--- config.mk ---
export PLATFORM = sky130hd
export DESIGN_NAME = serial_adder
export DESIGN_NICKNAME = d
export VERILOG_FILES = /design/src/rtl/serial_adder.sv
export SDC_FILE = /design/constraint.sdc
export NUM_CORES = 1
export LEC_CHECK = 0
export ABC_AREA = 0
export BUFFER_PORTS_ARGS = -buffer_cell sky130_fd_sc_hd__buf_2
export CAP_MARGIN = 25
export CORE_MARGIN = 3
export CORE_UTILIZATION = 55
export DETAILED_ROUTE_END_ITERATION = 7
export PLACE_DENSITY = 0.79
export SLEW_MARGIN = 25
export SYNTH_ARGS = -nofsm -noshare
export SYNTH_HDL_FRONTEND = slang
export SYNTH_SLANG_ARGS = --single-unit
--- constraint.sdc ---
create_clock -name clk -period 2.8 [get_ports clk]
set_input_delay 0.56 -clock clk [delete_from_list [all_inputs] [get_ports clk]]
set_output_delay 0.56 -clock clk [all_outputs]
set_load 0.01 [all_outputs]
--- src/rtl/serial_adder.sv ---
// serial_adder
//   Multi-cycle adder/subtractor. Operands are accepted over a valid/ready
//   handshake. The sum is then formed STEP bits per clock, LSB chunk first,
//   through a registered carry. The result is offered over a second
//   valid/ready handshake.
//
// Parameters
//   WIDTH  operand/result width (>= 2)
//   STEP   bits processed per clock; must divide WIDTH (N = WIDTH/STEP cycles)
//
// Ports
//   clk        rising-edge clock
//   rst        asynchronous active-high reset
//   in_valid   operands/mode valid        in_ready  block idle, can accept
//   a, b       operands                   sub       0 = a+b, 1 = a-b
//   out_valid  result valid               out_ready consumer accepts result
//   sum        result modulo 2^WIDTH
//   carry      carry out of MSB (subtract: 1 = no borrow)
//   overflow   signed overflow
//   busy       not idle
module serial_adder #(
  parameter int WIDTH = 8,
  parameter int STEP  = 1
) (
  input  logic             clk,
  input  logic             rst,
  input  logic             in_valid,
  output logic             in_ready,
  input  logic [WIDTH-1:0] a,
  input  logic [WIDTH-1:0] b,
  input  logic             sub,
  output logic             out_valid,
  input  logic             out_ready,
  output logic [WIDTH-1:0] sum,
  output logic             carry,
  output logic             overflow,
  output logic             busy
);

  localparam int N  = WIDTH / STEP;
  localparam int CW = (N > 1) ? $clog2(N) : 1;
  localparam logic [CW-1:0] LAST = CW'(N - 1);

  localparam logic [1:0] IDLE = 2'd0;
  localparam logic [1:0] RUN  = 2'd1;
  localparam logic [1:0] DONE = 2'd2;

  logic [1:0]       state_reg;
  logic [WIDTH-1:0] a_reg;
  logic [WIDTH-1:0] b_reg;
  logic [WIDTH-1:0] res_reg;
  logic [WIDTH-1:0] res_next;
  logic             carry_reg;
  logic [CW-1:0]    cnt_reg;
  logic [STEP:0]    chunk;
  logic             msb_cin;

  // One chunk of the ripple: low STEP bits of each operand plus carry.
  assign chunk = {1'b0, a_reg[STEP-1:0]} + {1'b0, b_reg[STEP-1:0]}
               + {{STEP{1'b0}}, carry_reg};

  // Carry into the top bit of this chunk; only meaningful on the final
  // chunk, where that bit is the operand MSB.
  assign msb_cin = a_reg[STEP-1] ^ b_reg[STEP-1] ^ chunk[STEP-1];

  // New chunk enters at the MSB end so that after N cycles the first chunk
  // has reached bit 0. Written as shifts so it also holds for N == 1.
  assign res_next = (res_reg >> STEP)
                  | (WIDTH'(chunk[STEP-1:0]) << (WIDTH - STEP));

  always_ff @(posedge clk or posedge rst) begin
    if (rst) begin
      state_reg <= IDLE;
      a_reg     <= '0;
      b_reg     <= '0;
      res_reg   <= '0;
      carry_reg <= 1'b0;
      cnt_reg   <= '0;
      sum       <= '0;
      carry     <= 1'b0;
      overflow  <= 1'b0;
    end else begin
      case (state_reg)
        IDLE: begin
          if (in_valid) begin
            a_reg     <= a;
            // Subtraction as a + ~b + 1: invert b, seed carry with 1.
            b_reg     <= sub ? ~b : b;
            carry_reg <= sub;
            cnt_reg   <= '0;
            state_reg <= RUN;
          end
        end
        RUN: begin
          a_reg     <= a_reg >> STEP;
          b_reg     <= b_reg >> STEP;
          res_reg   <= res_next;
          carry_reg <= chunk[STEP];
          cnt_reg   <= cnt_reg + CW'(1);
          if (cnt_reg == LAST) begin
            sum       <= res_next;
            carry     <= chunk[STEP];
            overflow  <= msb_cin ^ chunk[STEP];
            state_reg <= DONE;
          end
        end
        DONE: begin
          if (out_ready) begin
            state_reg <= IDLE;
          end
        end
        default: state_reg <= IDLE;
      endcase
    end
  end

  assign in_ready  = (state_reg == IDLE);
  assign out_valid = (state_reg == DONE);
  assign busy      = (state_reg != IDLE);

endmodule

[After elaboration in Yosys (flattened, before gate mapping)]
Index checks and enable logic that the tools add are counted.
Widths: inputs -> output; s select.
Word-level totals
  register bits after elaboration: 40
  output and inout bits: 13
Operators by class
  $add $sub $neg: 3
  eq/ne operators: 6
  muxes and demuxes: 13
  bitwise logic cells: 5
  reduce and logical (&&, ||, !) cells: 6
Operators with widths (number)
  $pmux 8 s2: 2
  $mux 8: 3
  $not 8->8: 1
  $or 7x8->8: 1
  $mux 2: 3
  $pmux 2 s3: 1
  $pmux 3 s2: 1
  $ne 2x2->1 const B: 2
  $reduce_and 2->1: 2
  $reduce_bool 2->1: 2
  $add 3x1->3 const B: 1
  $eq 3x3->1 const B: 1
  $mux 3: 1
  $reduce_and 3->1: 1
  $xor 1x1->1: 3
  $add 1x1->2: 1
  $add 2x1->2: 1
  $eq 2x1->1 const B: 1
  $eq 2x2->1 const B: 1
  $logic_not 2->1: 1
  $ne 2x1->1 const B: 1
  $pmux 1 s2: 1
  $mux 1: 1

[Logic depth before layout (Yosys ltp)]
  depth after elaboration: 4
  depth in mapped cells: 6
  depth with buffers taken out: 5

[Least setup slack after synthesis]
Ideal clock, no wire load.
  path type: reg-to-output
  start point: register state_reg[0]
  end point: output port busy
  data arrival time: 0.964 ns
  slack: 1.276 ns
  cell stages (with the launch flop): 5
  buffers on the path: 2
  cell sequence: dfrtp_1 buf_6 buf_6 nor2_1 inv_1
On the way
  word-level cells in the longest chain between the ends: 1
Ends and longest elaborated chain
  start, declared: RTL line 48  | logic [1:0] state_reg;
  start signal, assigned: RTL line 73  | state_reg <= IDLE;
  start signal, assigned: RTL line 91  | state_reg <= RUN;
  start signal, assigned: RTL line 104  | state_reg <= DONE;
  $reduce_bool 2->1: RTL line 119  | assign busy = (state_reg != IDLE);
  end, declared: RTL line 37  | output logic busy
Every way passes these cells.

[Final worst setup path]
Ends and elaborated chain as after synthesis.

==> run_results.csv <==
group,metric,value,unit
placed_design,placed_cells,236,
synthesis,synth-xor-area-share,5.26,%
power_and_ir_drop,p_clk_share,18.1,%
timing,max_freq,464,MHz
cts,clock_latency,350,ps
power_and_ir_drop,cellInternalPower,1.40,mW
routing,drt_pass1_iterations,4,
layout,final_layout_size_suffix_gt1_share,27.5,%
setup_path,critPathLaunchType,"flop",
routing,drt_iter0_drc,60,
floorplan,die_w,63.7,um
cts,htreeDepth,2,
synthesis,synth-seq-cells,39,
synthesis,yosys_warnings,0,
synthesis,muxShareOfSynthArea,6.96,%
timing,rsz0062_at_grt,"false",
cts,cts_tree,"yes",
grt,track_usage,18.9,%
grt,antenna_found_initial,0,
synthesis,synthesis.nets,192,
cts,cts-buffers-inserted,5,
timing,tightest_slew,748,ps
routing,ant_nets,0,
grt,grt_pass1_wl,6.00,mm
layout,instances_no_fill,244,
synthesis,synth.distinct_cells,25,
timing,setup_viol,0,
layout,fillers,255,
synthesis,synth_top_family_by_area,"simple AND/OR/NAND/NOR gates",
floorplan,core-area,3130,um^2
min_path,hold_class,"input pin to async pin",
grt,grt_pass1_vias,1300,
placed_design,portBuffers,33,
setup_path,cp.arrival,1600,ps
power_and_ir_drop,ir_drop,431,uV
timing,finalCriticalPeriod,2160,ps
layout,fin_util,66.2,%
timing,period_share,77.0,%
floorplan,num_io_pins,34,
floorplan,die-area,4060,um^2
placed_design,gp_congestion,0.819,
grt,grt-ovfl-total,0,
synthesis,yosys.area_share.simple,13.4,%
routing,wl_per_cell,13.3,um
layout,multi_input_area,752,um^2
synthesis,synth_compound_area_share,13.0,%
layout,seq_area,976,um^2
power_and_ir_drop,switching_share,35.1,%
routing,num_vias,1316,
floorplan,initial_core_util,58.6,%
synthesis,avgSynthCellArea,10.9,um^2
power_and_ir_drop,seqPwrFrac,45.1,%
synthesis,yosysSeqAreaShare,53.2,%
cts,clkTransAtPathRegs,120,ps
layout,fin_area,2070,um^2
timing,slew_headroom,50.0,%
timing,skew,11.2,ps
power_and_ir_drop,p_switching,759,uW
floorplan,fp-row-count,20,
setup_path,r2r-end,"a_reg[3]",
setup_path,reg2reg_depth,4,
placed_design,postPlaceCellArea,1990,um^2
power_and_ir_drop,powerDensity,1040,nW/um^2
layout,area_delta_synth_final,13.0,%
power_and_ir_drop,combPwrFrac,36.8,%
flow_run,cap_violations,0,
setup_path,setup.worst_path.end_class,"primary output",
layout,diodes,0,
power_and_ir_drop,power_leakage,1.07,nW
timing,fin_setup_tns,0,ps
routing,drcViolationCount,0,
setup_path,path_class,"flop to primary output",
setup_path,worstPathMaxFanout,15,
setup_path,cp.required,2240,ps
placed_design,dpl.hpwl,2.30,mm
cts,cts_resized,0,
cts,cts_sinks,39,
cts,postCtsSetupBuffers,0,
synthesis,syn-instance-count,168,
cts,cts_buffer_depth,2,
timing,hold_viol,0,
synthesis,synthAdderAreaFrac,2.46,%
synthesis,synth_area,1830,um^2
routing,wirelength,3.25,mm
power_and_ir_drop,finalPower,2.16,mW
setup_path,regToRegStartpoint,"state_reg[0]",
cts,hold_buffers,0,
cts,cts_root_buf,"clkbuf_4",
layout,layout.nets,223,
setup_path,regToRegSetupSlack,1010,ps
routing,routed_via_density,5.39,
grt,grt_max_degree,40,
outcome,status,"complete, no violations",
floorplan,die-height,63.7,um
timing,slew_violations,0,
-- cells in the mapped netlist (all sizes together) --
| library cell | instances | area, um^2 |
|---|---|---|
| a21oi | 5 | 25.0 |
| a22o | 2 | 17.5 |
| a22oi | 11 | 82.6 |
| a32o | 1 | 10.0 |
| and3b | 4 | 35.0 |
| buf | 11 | 86.3 |
| clkbuf | 1 | 3.75 |
| dfrtp | 39 | 976 |
| fa | 1 | 20.0 |
| ha | 2 | 25.0 |
| inv | 4 | 15.0 |
| mux2 | 9 | 128 |
| nand2 | 40 | 150 |
| nand2b | 2 | 12.5 |
| nand3b | 1 | 20.0 |
| nor2 | 2 | 7.51 |
| nor2b | 2 | 20.0 |
| o21ai | 19 | 95.1 |
| o21bai | 1 | 7.51 |
| xnor2 | 3 | 26.3 |
| xor2 | 8 | 70.1 |
-- through the flow --
step,hold WS [ps],worst slack [ps]
2_1_floorplan,442,1280
3_3_place_gp,455,1050
3_5_place_dp,468,973
4_1_cts,311,648
5_1_grt,349,521
6_report,300,645
-- cells by family after synthesis --
kind of cell | after synthesis
AOI/OAI and AO/OA | 39
adders and majority gates | 3
muxes | 9
xor gates and xnor gates | 11
buffers and inverters | 16
DFF | 39
and+or+nand+nor | 51
-- critical path: stages, from the launching register on --
cell	delay [ps]
dfrtp_1	670
buf_4	280
nor2_1	80
inv_1	90
buf_2	120
-- power groups by stage --
| stage | Sequential, mW | Clock (mW) | Combinational (mW) |
|---|---|---|---|
| after floorplan | 0.950 | 0 | 0.661 |
| after global placement | 0.971 | 0 | 0.766 |
| after detailed placement | 0.984 | 0 | 0.809 |
| after CTS | 0.974 | 0.399 | 0.812 |
| after global routing | 1.01 | 0.422 | 0.911 |
| final | 0.974 | 0.392 | 0.796 |
-- cells in the final DEF, fill, tap and decap left out, types with 4 or more instances in the layout --
master and count:
nand2_1 40, dfrtp_1 39, buf_2 33, o21ai_0 14, a22oi_1 11, xor2_1 8, mux2_4 7, o21ai_1 5
a21oi_1 5, clkbuf_4 5, and3b_1 4, inv_1 4
-- routing by layer --
layer | part of all wire [%] | track usage (%)
met2 | 50 | 31.2
met3 | 4.7 | 4.57
met4 | 1.9 | 7.28
met1 | 43 | 24.1
met5 | 0 | 0
-- layout make-up --
cell class                 instances  share of cell area, %
multi-input combinational        113                   36.3
timing repair buffer              36                   9.06
clock inverter                     2                   1.69
tap                               44                   2.66
inverter                           4                  0.725
clock buffer                       6                   2.48
sequential                        39                   47.1
-- how the worst max path moves through the flow --
stage	start	depth (start not counted)	endpoint
after floorplan	state_reg[0]	4	busy
after global placement	in_valid	5	a_reg[1]
after detailed placement	in_valid	5	a_reg[3]
after CTS	state_reg[0]	4	busy
after global routing	state_reg[0]	4	busy
final	state_reg[0]	4	busy
(Power assumes the default switching activity.)
